==> config.mk <==
export PLATFORM = sky130hd
export DESIGN_NAME = icache_direct_mapped_flat
export DESIGN_NICKNAME = d
export VERILOG_FILES = /design/src/rtl/icache_direct_mapped_if.sv /design/src/rtl/icache_direct_mapped.sv /design/src/flat_wrapper.sv
export SDC_FILE = /design/constraint.sdc
export NUM_CORES = 2
export LEC_CHECK = 0
export ABC_CLOCK_PERIOD_IN_PS = 4450
export BUFFER_PORTS_ARGS = -buffer_cell sky130_fd_sc_hd__buf_2
export CAP_MARGIN = 20
export CORE_ASPECT_RATIO = 2
export CORE_MARGIN = 1
export CORE_UTILIZATION = 30
export DETAILED_ROUTE_END_ITERATION = 10
export PLACE_DENSITY = 0.43
export RECOVER_POWER = 25
export SYNTH_ARGS = -nofsm -noshare
export SYNTH_HDL_FRONTEND = slang
export SYNTH_SLANG_ARGS = --single-unit
export TNS_END_PERCENT = 20
==> constraint.sdc <==
create_clock -name clk -period 4.45 [get_ports clk]
set_input_delay 0.89 -clock clk [delete_from_list [all_inputs] [get_ports clk]]
set_output_delay 0.89 -clock clk [all_outputs]
set_load 0.01 [all_outputs]
==> src/rtl/icache_direct_mapped_if.sv <==
// rtl/icache_direct_mapped_if.sv - CPU fetch and memory refill channels of the instruction cache
// The cache takes the slave view; the CPU/memory environment takes the master view.
interface icache_direct_mapped_if;
  logic        from_cpu_inst_req_valid;
  logic [31:0] from_cpu_inst_req_addr;
  logic        to_cpu_inst_req_ready;
  logic        to_cpu_cache_rsp_valid;
  logic [31:0] to_cpu_cache_rsp_data;
  logic        from_cpu_cache_rsp_ready;
  logic        to_mem_rd_req_valid;
  logic [31:0] to_mem_rd_req_addr;
  logic        from_mem_rd_req_ready;
  logic        from_mem_rd_rsp_valid;
  logic [31:0] from_mem_rd_rsp_data;
  logic        from_mem_rd_rsp_last;
  logic        to_mem_rd_rsp_ready;

  modport slave (
    input  from_cpu_inst_req_valid, from_cpu_inst_req_addr, from_cpu_cache_rsp_ready,
    input  from_mem_rd_req_ready, from_mem_rd_rsp_valid, from_mem_rd_rsp_data,
    input  from_mem_rd_rsp_last,
    output to_cpu_inst_req_ready, to_cpu_cache_rsp_valid, to_cpu_cache_rsp_data,
    output to_mem_rd_req_valid, to_mem_rd_req_addr, to_mem_rd_rsp_ready
  );

  modport master (
    output from_cpu_inst_req_valid, from_cpu_inst_req_addr, from_cpu_cache_rsp_ready,
    output from_mem_rd_req_ready, from_mem_rd_rsp_valid, from_mem_rd_rsp_data,
    output from_mem_rd_rsp_last,
    input  to_cpu_inst_req_ready, to_cpu_cache_rsp_valid, to_cpu_cache_rsp_data,
    input  to_mem_rd_req_valid, to_mem_rd_req_addr, to_mem_rd_rsp_ready
  );
endinterface

==> src/rtl/icache_direct_mapped.sv <==
// rtl/icache_direct_mapped.sv - direct-mapped read-only instruction cache with line refill
// Define ICACHE_PERF_CNT_EN to add the hit_cnt/miss_cnt performance counter outputs.
module icache_direct_mapped #(
  parameter int SETS       = 8,
  parameter int LINE_WORDS = 8
) (
  input  logic                 clk,
  input  logic                 rst,
  icache_direct_mapped_if.slave bus
`ifdef ICACHE_PERF_CNT_EN
  ,
  output logic [31:0]          hit_cnt,
  output logic [31:0]          miss_cnt
`endif
);
  localparam int OFF   = $clog2(LINE_WORDS);
  localparam int IDX   = $clog2(SETS);
  localparam int TAG_W = 32 - IDX - OFF - 2;
  localparam logic [OFF:0] LINE_CNT = (OFF+1)'(LINE_WORDS);

  typedef enum logic [4:0] {
    S_WAIT    = 5'b00001,
    S_TAG_RD  = 5'b00010,
    S_MEM_REQ = 5'b00100,
    S_RECV    = 5'b01000,
    S_RESP    = 5'b10000
  } state_e;

  state_e             state_q;
  logic [31:2]        addr_q;
  logic [SETS-1:0]    valid_q;
  logic [TAG_W-1:0]   tag_q  [SETS];
  logic [31:0]        data_q [SETS*LINE_WORDS];
  logic [OFF:0]       cnt_q;
  logic               req_ready_q;
  logic               rsp_valid_q;
  logic [31:0]        rsp_data_q;
  logic               mem_req_valid_q;
  logic [31:0]        mem_req_addr_q;
  logic               mem_rsp_ready_q;

  logic [TAG_W-1:0]   tag;
  logic [IDX-1:0]     idx;
  logic [OFF-1:0]     off;
  logic               hit;
  logic               beat_fire;
  logic               beat_in_line;
  logic               unused_addr_bits;

  assign tag          = addr_q[31 -: TAG_W];
  assign idx          = addr_q[OFF+2 +: IDX];
  assign off          = addr_q[2 +: OFF];
  assign hit          = valid_q[idx] && (tag_q[idx] == tag);
  assign beat_fire    = (state_q == S_RECV) && bus.from_mem_rd_rsp_valid;
  assign beat_in_line = cnt_q < LINE_CNT;
  assign unused_addr_bits = ^bus.from_cpu_inst_req_addr[1:0];

  assign bus.to_cpu_inst_req_ready  = req_ready_q;
  assign bus.to_cpu_cache_rsp_valid = rsp_valid_q;
  assign bus.to_cpu_cache_rsp_data  = rsp_data_q;
  assign bus.to_mem_rd_req_valid    = mem_req_valid_q;
  assign bus.to_mem_rd_req_addr     = mem_req_addr_q;
  assign bus.to_mem_rd_rsp_ready    = mem_rsp_ready_q;

  // Tag and data arrays carry no reset; only valid_q decides whether a line is usable.
  always_ff @(posedge clk) begin
    if (beat_fire && beat_in_line) begin
      data_q[{idx, cnt_q[OFF-1:0]}] <= bus.from_mem_rd_rsp_data;
    end
    if (beat_fire && bus.from_mem_rd_rsp_last) begin
      tag_q[idx] <= tag;
    end
  end

  always_ff @(posedge clk) begin
    if (rst) begin
      state_q         <= S_WAIT;
      addr_q          <= '0;
      valid_q         <= '0;
      cnt_q           <= '0;
      req_ready_q     <= 1'b1;
      rsp_valid_q     <= 1'b0;
      rsp_data_q      <= '0;
      mem_req_valid_q <= 1'b0;
      mem_req_addr_q  <= '0;
      mem_rsp_ready_q <= 1'b0;
    end else begin
      unique case (state_q)
        S_WAIT: begin
          if (bus.from_cpu_inst_req_valid) begin
            addr_q      <= bus.from_cpu_inst_req_addr[31:2];
            req_ready_q <= 1'b0;
            state_q     <= S_TAG_RD;
          end
        end
        S_TAG_RD: begin
          if (hit) begin
            rsp_valid_q <= 1'b1;
            rsp_data_q  <= data_q[{idx, off}];
            state_q     <= S_RESP;
          end else begin
            mem_req_valid_q <= 1'b1;
            mem_req_addr_q  <= {tag, idx, {(OFF+2){1'b0}}};
            state_q         <= S_MEM_REQ;
          end
        end
        S_MEM_REQ: begin
          if (bus.from_mem_rd_req_ready) begin
            mem_req_valid_q <= 1'b0;
            mem_rsp_ready_q <= 1'b1;
            cnt_q           <= '0;
            state_q         <= S_RECV;
          end
        end
        S_RECV: begin
          if (bus.from_mem_rd_rsp_valid) begin
            // The requested word is captured as it streams past, so RESP needs no extra read.
            if (beat_in_line) begin
              cnt_q <= cnt_q + 1'b1;
              if (cnt_q[OFF-1:0] == off) begin
                rsp_data_q <= bus.from_mem_rd_rsp_data;
              end
            end
            if (bus.from_mem_rd_rsp_last) begin
              valid_q[idx]    <= 1'b1;
              mem_rsp_ready_q <= 1'b0;
              rsp_valid_q     <= 1'b1;
              state_q         <= S_RESP;
            end
          end
        end
        S_RESP: begin
          if (bus.from_cpu_cache_rsp_ready) begin
            rsp_valid_q <= 1'b0;
            req_ready_q <= 1'b1;
            state_q     <= S_WAIT;
          end
        end
        default: state_q <= S_WAIT;
      endcase
    end
  end

`ifdef ICACHE_PERF_CNT_EN
  logic [31:0] hit_cnt_q;
  logic [31:0] miss_cnt_q;

  always_ff @(posedge clk) begin
    if (rst) begin
      hit_cnt_q  <= '0;
      miss_cnt_q <= '0;
    end else if (state_q == S_TAG_RD) begin
      if (hit) hit_cnt_q  <= hit_cnt_q + 32'd1;
      else     miss_cnt_q <= miss_cnt_q + 32'd1;
    end
  end

  assign hit_cnt  = hit_cnt_q;
  assign miss_cnt = miss_cnt_q;
`endif
endmodule

==> src/flat_wrapper.sv <==
// flat-port wrapper written by rule: the top's interface ports become plain ports
module icache_direct_mapped_flat 
#(
  parameter int SETS       = 8,
  parameter int LINE_WORDS = 8
)
  (clk, rst, bus_from_cpu_inst_req_valid, bus_from_cpu_inst_req_addr, bus_from_cpu_cache_rsp_ready, bus_from_mem_rd_req_ready, bus_from_mem_rd_rsp_valid, bus_from_mem_rd_rsp_data, bus_from_mem_rd_rsp_last, bus_to_cpu_inst_req_ready, bus_to_cpu_cache_rsp_valid, bus_to_cpu_cache_rsp_data, bus_to_mem_rd_req_valid, bus_to_mem_rd_req_addr, bus_to_mem_rd_rsp_ready);
  icache_direct_mapped_if bus_i ();
  input  logic clk;
  input  logic rst;
  input wire logic [$bits(bus_i.from_cpu_inst_req_valid)-1:0] bus_from_cpu_inst_req_valid;
  input wire logic [$bits(bus_i.from_cpu_inst_req_addr)-1:0] bus_from_cpu_inst_req_addr;
  input wire logic [$bits(bus_i.from_cpu_cache_rsp_ready)-1:0] bus_from_cpu_cache_rsp_ready;
  input wire logic [$bits(bus_i.from_mem_rd_req_ready)-1:0] bus_from_mem_rd_req_ready;
  input wire logic [$bits(bus_i.from_mem_rd_rsp_valid)-1:0] bus_from_mem_rd_rsp_valid;
  input wire logic [$bits(bus_i.from_mem_rd_rsp_data)-1:0] bus_from_mem_rd_rsp_data;
  input wire logic [$bits(bus_i.from_mem_rd_rsp_last)-1:0] bus_from_mem_rd_rsp_last;
  output wire logic [$bits(bus_i.to_cpu_inst_req_ready)-1:0] bus_to_cpu_inst_req_ready;
  output wire logic [$bits(bus_i.to_cpu_cache_rsp_valid)-1:0] bus_to_cpu_cache_rsp_valid;
  output wire logic [$bits(bus_i.to_cpu_cache_rsp_data)-1:0] bus_to_cpu_cache_rsp_data;
  output wire logic [$bits(bus_i.to_mem_rd_req_valid)-1:0] bus_to_mem_rd_req_valid;
  output wire logic [$bits(bus_i.to_mem_rd_req_addr)-1:0] bus_to_mem_rd_req_addr;
  output wire logic [$bits(bus_i.to_mem_rd_rsp_ready)-1:0] bus_to_mem_rd_rsp_ready;
  assign bus_i.from_cpu_inst_req_valid = bus_from_cpu_inst_req_valid;
  assign bus_i.from_cpu_inst_req_addr = bus_from_cpu_inst_req_addr;
  assign bus_i.from_cpu_cache_rsp_ready = bus_from_cpu_cache_rsp_ready;
  assign bus_i.from_mem_rd_req_ready = bus_from_mem_rd_req_ready;
  assign bus_i.from_mem_rd_rsp_valid = bus_from_mem_rd_rsp_valid;
  assign bus_i.from_mem_rd_rsp_data = bus_from_mem_rd_rsp_data;
  assign bus_i.from_mem_rd_rsp_last = bus_from_mem_rd_rsp_last;
  assign bus_to_cpu_inst_req_ready = bus_i.to_cpu_inst_req_ready;
  assign bus_to_cpu_cache_rsp_valid = bus_i.to_cpu_cache_rsp_valid;
  assign bus_to_cpu_cache_rsp_data = bus_i.to_cpu_cache_rsp_data;
  assign bus_to_mem_rd_req_valid = bus_i.to_mem_rd_req_valid;
  assign bus_to_mem_rd_req_addr = bus_i.to_mem_rd_req_addr;
  assign bus_to_mem_rd_rsp_ready = bus_i.to_mem_rd_rsp_ready;
  icache_direct_mapped #(.SETS(SETS), .LINE_WORDS(LINE_WORDS)) u_core (.clk(clk), .rst(rst), .bus(bus_i));
endmodule
After elaboration in Yosys (flattened, before gate mapping)
Memory sizes are Yosys's and may differ from the RTL's. A register that Yosys moved wholly into a read port is not among the register bits.
Cells that the tools add are included.

cells by class
  bitwise gates (word level) = 2
  equality and inequality tests = 16
  reductions and logical operators = 20
  mux-type cells = 43
  add/subtract/negate cells = 1
  magnitude comparators = 3

operators with widths
  cell                                           number
  two-way mux 32 bit                             4
  one-hot mux 32 bit (2 select lines)            1
  two-way mux 5 bit                              6
  one-hot mux 5 bit (5 select lines)             1
  == test 24 bit                                 1
  two-way mux 1 bit                              17
  AND reduction 5 bit                            3
  != test 2 bit, second input constant           7
  two-way mux 4 bit                              3
  two-way mux 6 bit                              2
  AND reduction 3 bit                            3
  OR 8 bit                                       1
  one-hot mux 4 bit (2 select lines)             1
  AND reduction 4 bit                            2
  nonzero test 2 bit                             4
  two-way mux 3 bit                              2
  one-hot mux 1 bit (2 select lines)             3
  == test 5 x 1 -> 1 bit, second input constant  1
  == test 5 x 2 -> 1 bit, second input constant  1
  == test 5 x 3 -> 1 bit, second input constant  1
  == test 5 x 4 -> 1 bit, second input constant  1
  == test 5 bit, second input constant           1
  logical AND 1 bit                              5
  adder 4 x 1 -> 4 bit, second input constant    1
  other kinds (11)                               13

storage, ports and cells
  word-level logic and storage cells = 97
  memories = 2
  bits in registers = 110
  memory bits (writable) = 2240
  output and inout bits = 68
  bits of input ports = 71

memory list
  memory         depth  bits a word  read ports  clocked after memory_dff  wr ports  RTL line                    RTL
  u_core.data_q  64     32           1           1                         1         icache_direct_mapped.sv:33  logic [31:0] data_q [SETS*LINE_WORDS];
  u_core.tag_q   8      24           1           1                         1         icache_direct_mapped.sv:32  logic [TAG_W-1:0] tag_q [SETS];

Depth between registers and ports, before layout
  depth in word-level cells = 5
  mapped depth = 14
  mapped depth without buffers = 8

Least setup slack after synthesis
OpenSTA, ideal clock, no wires.

  path kind = register to register
  from = register u_core.state_q[2]
  to = memory u_core.data_q[63][0] (enable)
  cell stages (with the launch flop) = 7
  slack = 0.934 ns
  data arrival time = 3.095 ns
  required time = 4.029 ns
  setup time = 0.421 ns
  path buffers = 1
  clock period less this slack = 3.516 ns
  cells stage by stage = dfxtp_1 nand2b_1 nor4_1 and3_1 clkbuf_1 nand4_1 nor2_1

between the ends
  word-level cells in the longest chain between the ends = 5

ends and longest elaborated chain
  what                                     RTL line                     RTL
  start: declaration                       icache_direct_mapped.sv:29   state_e state_q;
  start signal: assignment                 icache_direct_mapped.sv:77   state_q <= S_WAIT;
  start signal: assignment                 icache_direct_mapped.sv:93   state_q <= S_TAG_RD;
  start signal: assignment                 icache_direct_mapped.sv:100  state_q <= S_RESP;
  == test 5 x 4 -> 1 bit                   icache_direct_mapped.sv:54   assign beat_fire = (state_q == S_RECV) && bus.from_mem_rd_rsp_valid;
  logical AND 1 bit                        icache_direct_mapped.sv:54
  logical AND 1 bit                        icache_direct_mapped.sv:67   if (beat_fire && beat_in_line) begin
  two-way mux 1 bit                        icache_direct_mapped.sv:67
  two-way mux 1 bit (implied by the code)  icache_direct_mapped.sv:68   data_q[{idx, cnt_q[OFF-1:0]}] <= bus.from_mem_rd_rsp_data;
  end: declaration                         icache_direct_mapped.sv:33

Every way passes these cells.

==> results.yml <==
clock_tree:
  cts_resized: 0
  htree_levels: 4
  insertion_delay_ps: 900
  postCtsSetupBuffers: 0
  clkSinkCount: 2356
  cts.path.max_buffers: 4
  root_buffer: "clkbuf_16"
  cts_tree: "built"
  cts_buffers: 209
  ctsHoldBuffers: 0
  clk_pin_slew_ps: 70
sta:
  rsz0062_at_grt: "no"
  slew_violations: 863
  hold_ws_ps: 254.8
  setup_violations: 0
  tightest_slew_ps: 2830
  fmax_mhz: 247.2
  timing.final.ws_setup_ps: 405.1
  fin_skew_ps: 47.89
  post-route-period-util_pct: 90.90
  relSlewSlack_pct: -88.64
  fin_crit_ps: 4045
  fin_setup_tns_ps: 0
  hold_viol: 0
die:
  core_um2: 300600
  die_area_um2: 304300
  rows: 285
  start_util_pct: 30.14
  pin_count: 139
  die_h_um: 779.1
  die_w_um: 390.6
min_path:
  min_path_type: "primary input to flip-flop"
  whs_endpoint: "u_core.addr_q[29]"
  hold_start: "bus_from_cpu_inst_req_addr[29]"
  hold_depth: 3
synthesis:
  ys_warn_count: 0
  ys_types: 67
  ys_async_sr_fraction_pct: 0
  ys_seq_elements: 2356
  synth_seq_area_share_pct: 76.81
  synth_area_um2: 90590
  ys.flop_type: "edfxtp_1"
  syn-mean-instance-area_um2: 21.64
  synth_edf_count: 2240
  synth_cells: 4186
placed_design:
  gp_congestion: 0.7661
  port_buffers: 131
  hpwl_um: 174700
  placedInstanceArea_um2: 98700
  place_ws_ps: 303.3
global_route:
  grt_max_degree: 75
  grt_usage_pct: 18.15
  grt_overflow: 0
  grt_pass1_wl_um: 383000
  grt_pass1_vias: 46748
  antenna_found_initial: 20
worst_setup_path:
  cp_max_fo: 21
  r2r-end: "u_core.bus.to_cpu_cache_rsp_data[24]"
  end_kind: "flip-flop"
  path_class: "flip-flop to flip-flop"
  critPathLaunchType: "flip-flop"
  cp.required_ps: 5230
  arrival_ps: 4820
  reg2reg_setup_slack_ps: 410
  ff2ff_path_depth: 13
route:
  ant_nets: 0
  firstDrtPassIters: 5
  wirelength_um: 277500
  vias: 43521
  vias_per_cell: 4.963
  wl_per_cell_um: 31.65
  drcViolationCount: 0
  drtIter0Drc: 3260
layout:
  fin_area_um2: 105000
  syn2layout_area_growth_pct: 15.92
  final_cell_mix: "2240 x edfxtp_1, 574 x mux4_2, 249 x mux2i_1"
  nFillCells: 27994
  final_common_cell: "edfxtp_1"
  final_nets: 4657
  layout-drive-gt1-share_pct: 28.96
power:
  power_density_nw_per_um2: 466.8
  cellLeakagePower_uw: 0.03161
  worst_ir_drop_vdd_v: 0.0003185
job:
  drv_cap: 22
status:
  outcome: "finished with violations"
  violations: "capacitance limit, slew limit"
[power breakdown]
group	switching, µW	internal, µW	leakage, µW
combinational	3870	2800	0.00736
sequential	296	24400	0.0211
clock	8220	9440	0.00315
[cell usage after synthesis (all sizes together) (23+ instances only)]
| master | number | share of area (%) |
|---|---|---|
| clkbuf | 102 | 0.42 |
| mux2i | 249 | 2.8 |
| a211oi | 27 | 0.23 |
| edfxtp | 2240 | 74 |
| nor2b | 23 | 0.16 |
| nand2 | 163 | 0.68 |
| mux4 | 574 | 14 |
| buf | 137 | 0.80 |
| a22oi | 39 | 0.32 |
| o22ai | 28 | 0.21 |
| dfxtp | 116 | 2.6 |
| a21oi | 76 | 0.42 |
| mux2 | 24 | 0.30 |
| o21ai | 24 | 0.13 |
| nor2 | 139 | 0.58 |
[per-layer routing]
metal  GRT usage (%)  vias up  wire (µm)
met1           20.54    23954     103700
met2           34.73      898     154700
met3           2.082      367       9559
li1                -    18292          -
met5               0        -         57
met4           6.285       10       9533
[logic make-up after synthesis]
| group | share of synthesized area, % |
|---|---|
| DFF | 76.81 |
| muxes | 17.32 |
| and+or+nand+nor | 2.106 |
| AOI/OAI and AO/OA | 2.327 |
| buffers and inverters | 1.260 |
| xor gates and xnor gates | 0.1547 |
| adders and majority gates | 0.01381 |
| other | 0.004140 |
[through the flow]
step	utilization (%)	total power [µW]	std cells
finish	34.94	49020	8769
global route	34.93	50560	8767
CTS	34.95	49710	8759
detailed placement	32.83	32040	8389
global placement	32.83	32010	8389
floorplan	-	29020	4190
[how the worst max path moves through the flow]
stage | startpoint | end | slack [ps] | cells after the start
after global placement | flip-flop | u_core.bus.to_cpu_cache_rsp_data[24] | 340 | 13
after global routing | flip-flop | u_core.bus.to_cpu_cache_rsp_data[24] | 160 | 13
after detailed placement | flip-flop | u_core.bus.to_cpu_cache_rsp_data[24] | 300 | 13
after floorplan | u_core.state_q[2] | u_core.data_q[63][0] | 930 | 6
after CTS | flip-flop | u_core.bus.to_cpu_cache_rsp_data[24] | 270 | 13
final | flip-flop | u_core.bus.to_cpu_cache_rsp_data[24] | 410 | 13
[area by class of cell]
| class | instances | area (µm²) | share of cell area [%] |
|---|---|---|---|
| diodes | 7 | 17.52 | 0.01668 |
| clock buffers | 286 | 5749 | 5.475 |
| clock inverters | 84 | 614.3 | 0.5850 |
| inverters | 8 | 31.28 | 0.02979 |
| multi-input cells | 1587 | 20440 | 19.47 |
| flip-flops and latches | 2356 | 69610 | 66.28 |
| well taps | 4018 | 5027 | 4.787 |
| repair buffers | 423 | 3525 | 3.356 |
[sequential cells by signal, summed over array words and instances, names as in the netlist, 4 cells and up, named ones only]
name                              cells
u_core.valid_q                        8
u_core.data_q                      2048
u_core.addr_q                        30
u_core.bus.to_cpu_cache_rsp_data     32
u_core.state_q                        5
u_core.cnt_q                          4
u_core.bus.to_mem_rd_req_addr        27
u_core.tag_q                        192
[worst max-delay path, cell delays in order (launching register included)]
cell      delay [ps]
dfxtp_4          510
buf_12           250
buf_4            550
nor2_2           190
a22oi_1          250
and3_1           190
o211ai_1          90
or4_1            630
buf_4            200
nor4_4           260
buf_12           180
nor2_2           140
buf_4            250
o211a_1          210
No activity file was read; power rests on OpenSTA's default activity.
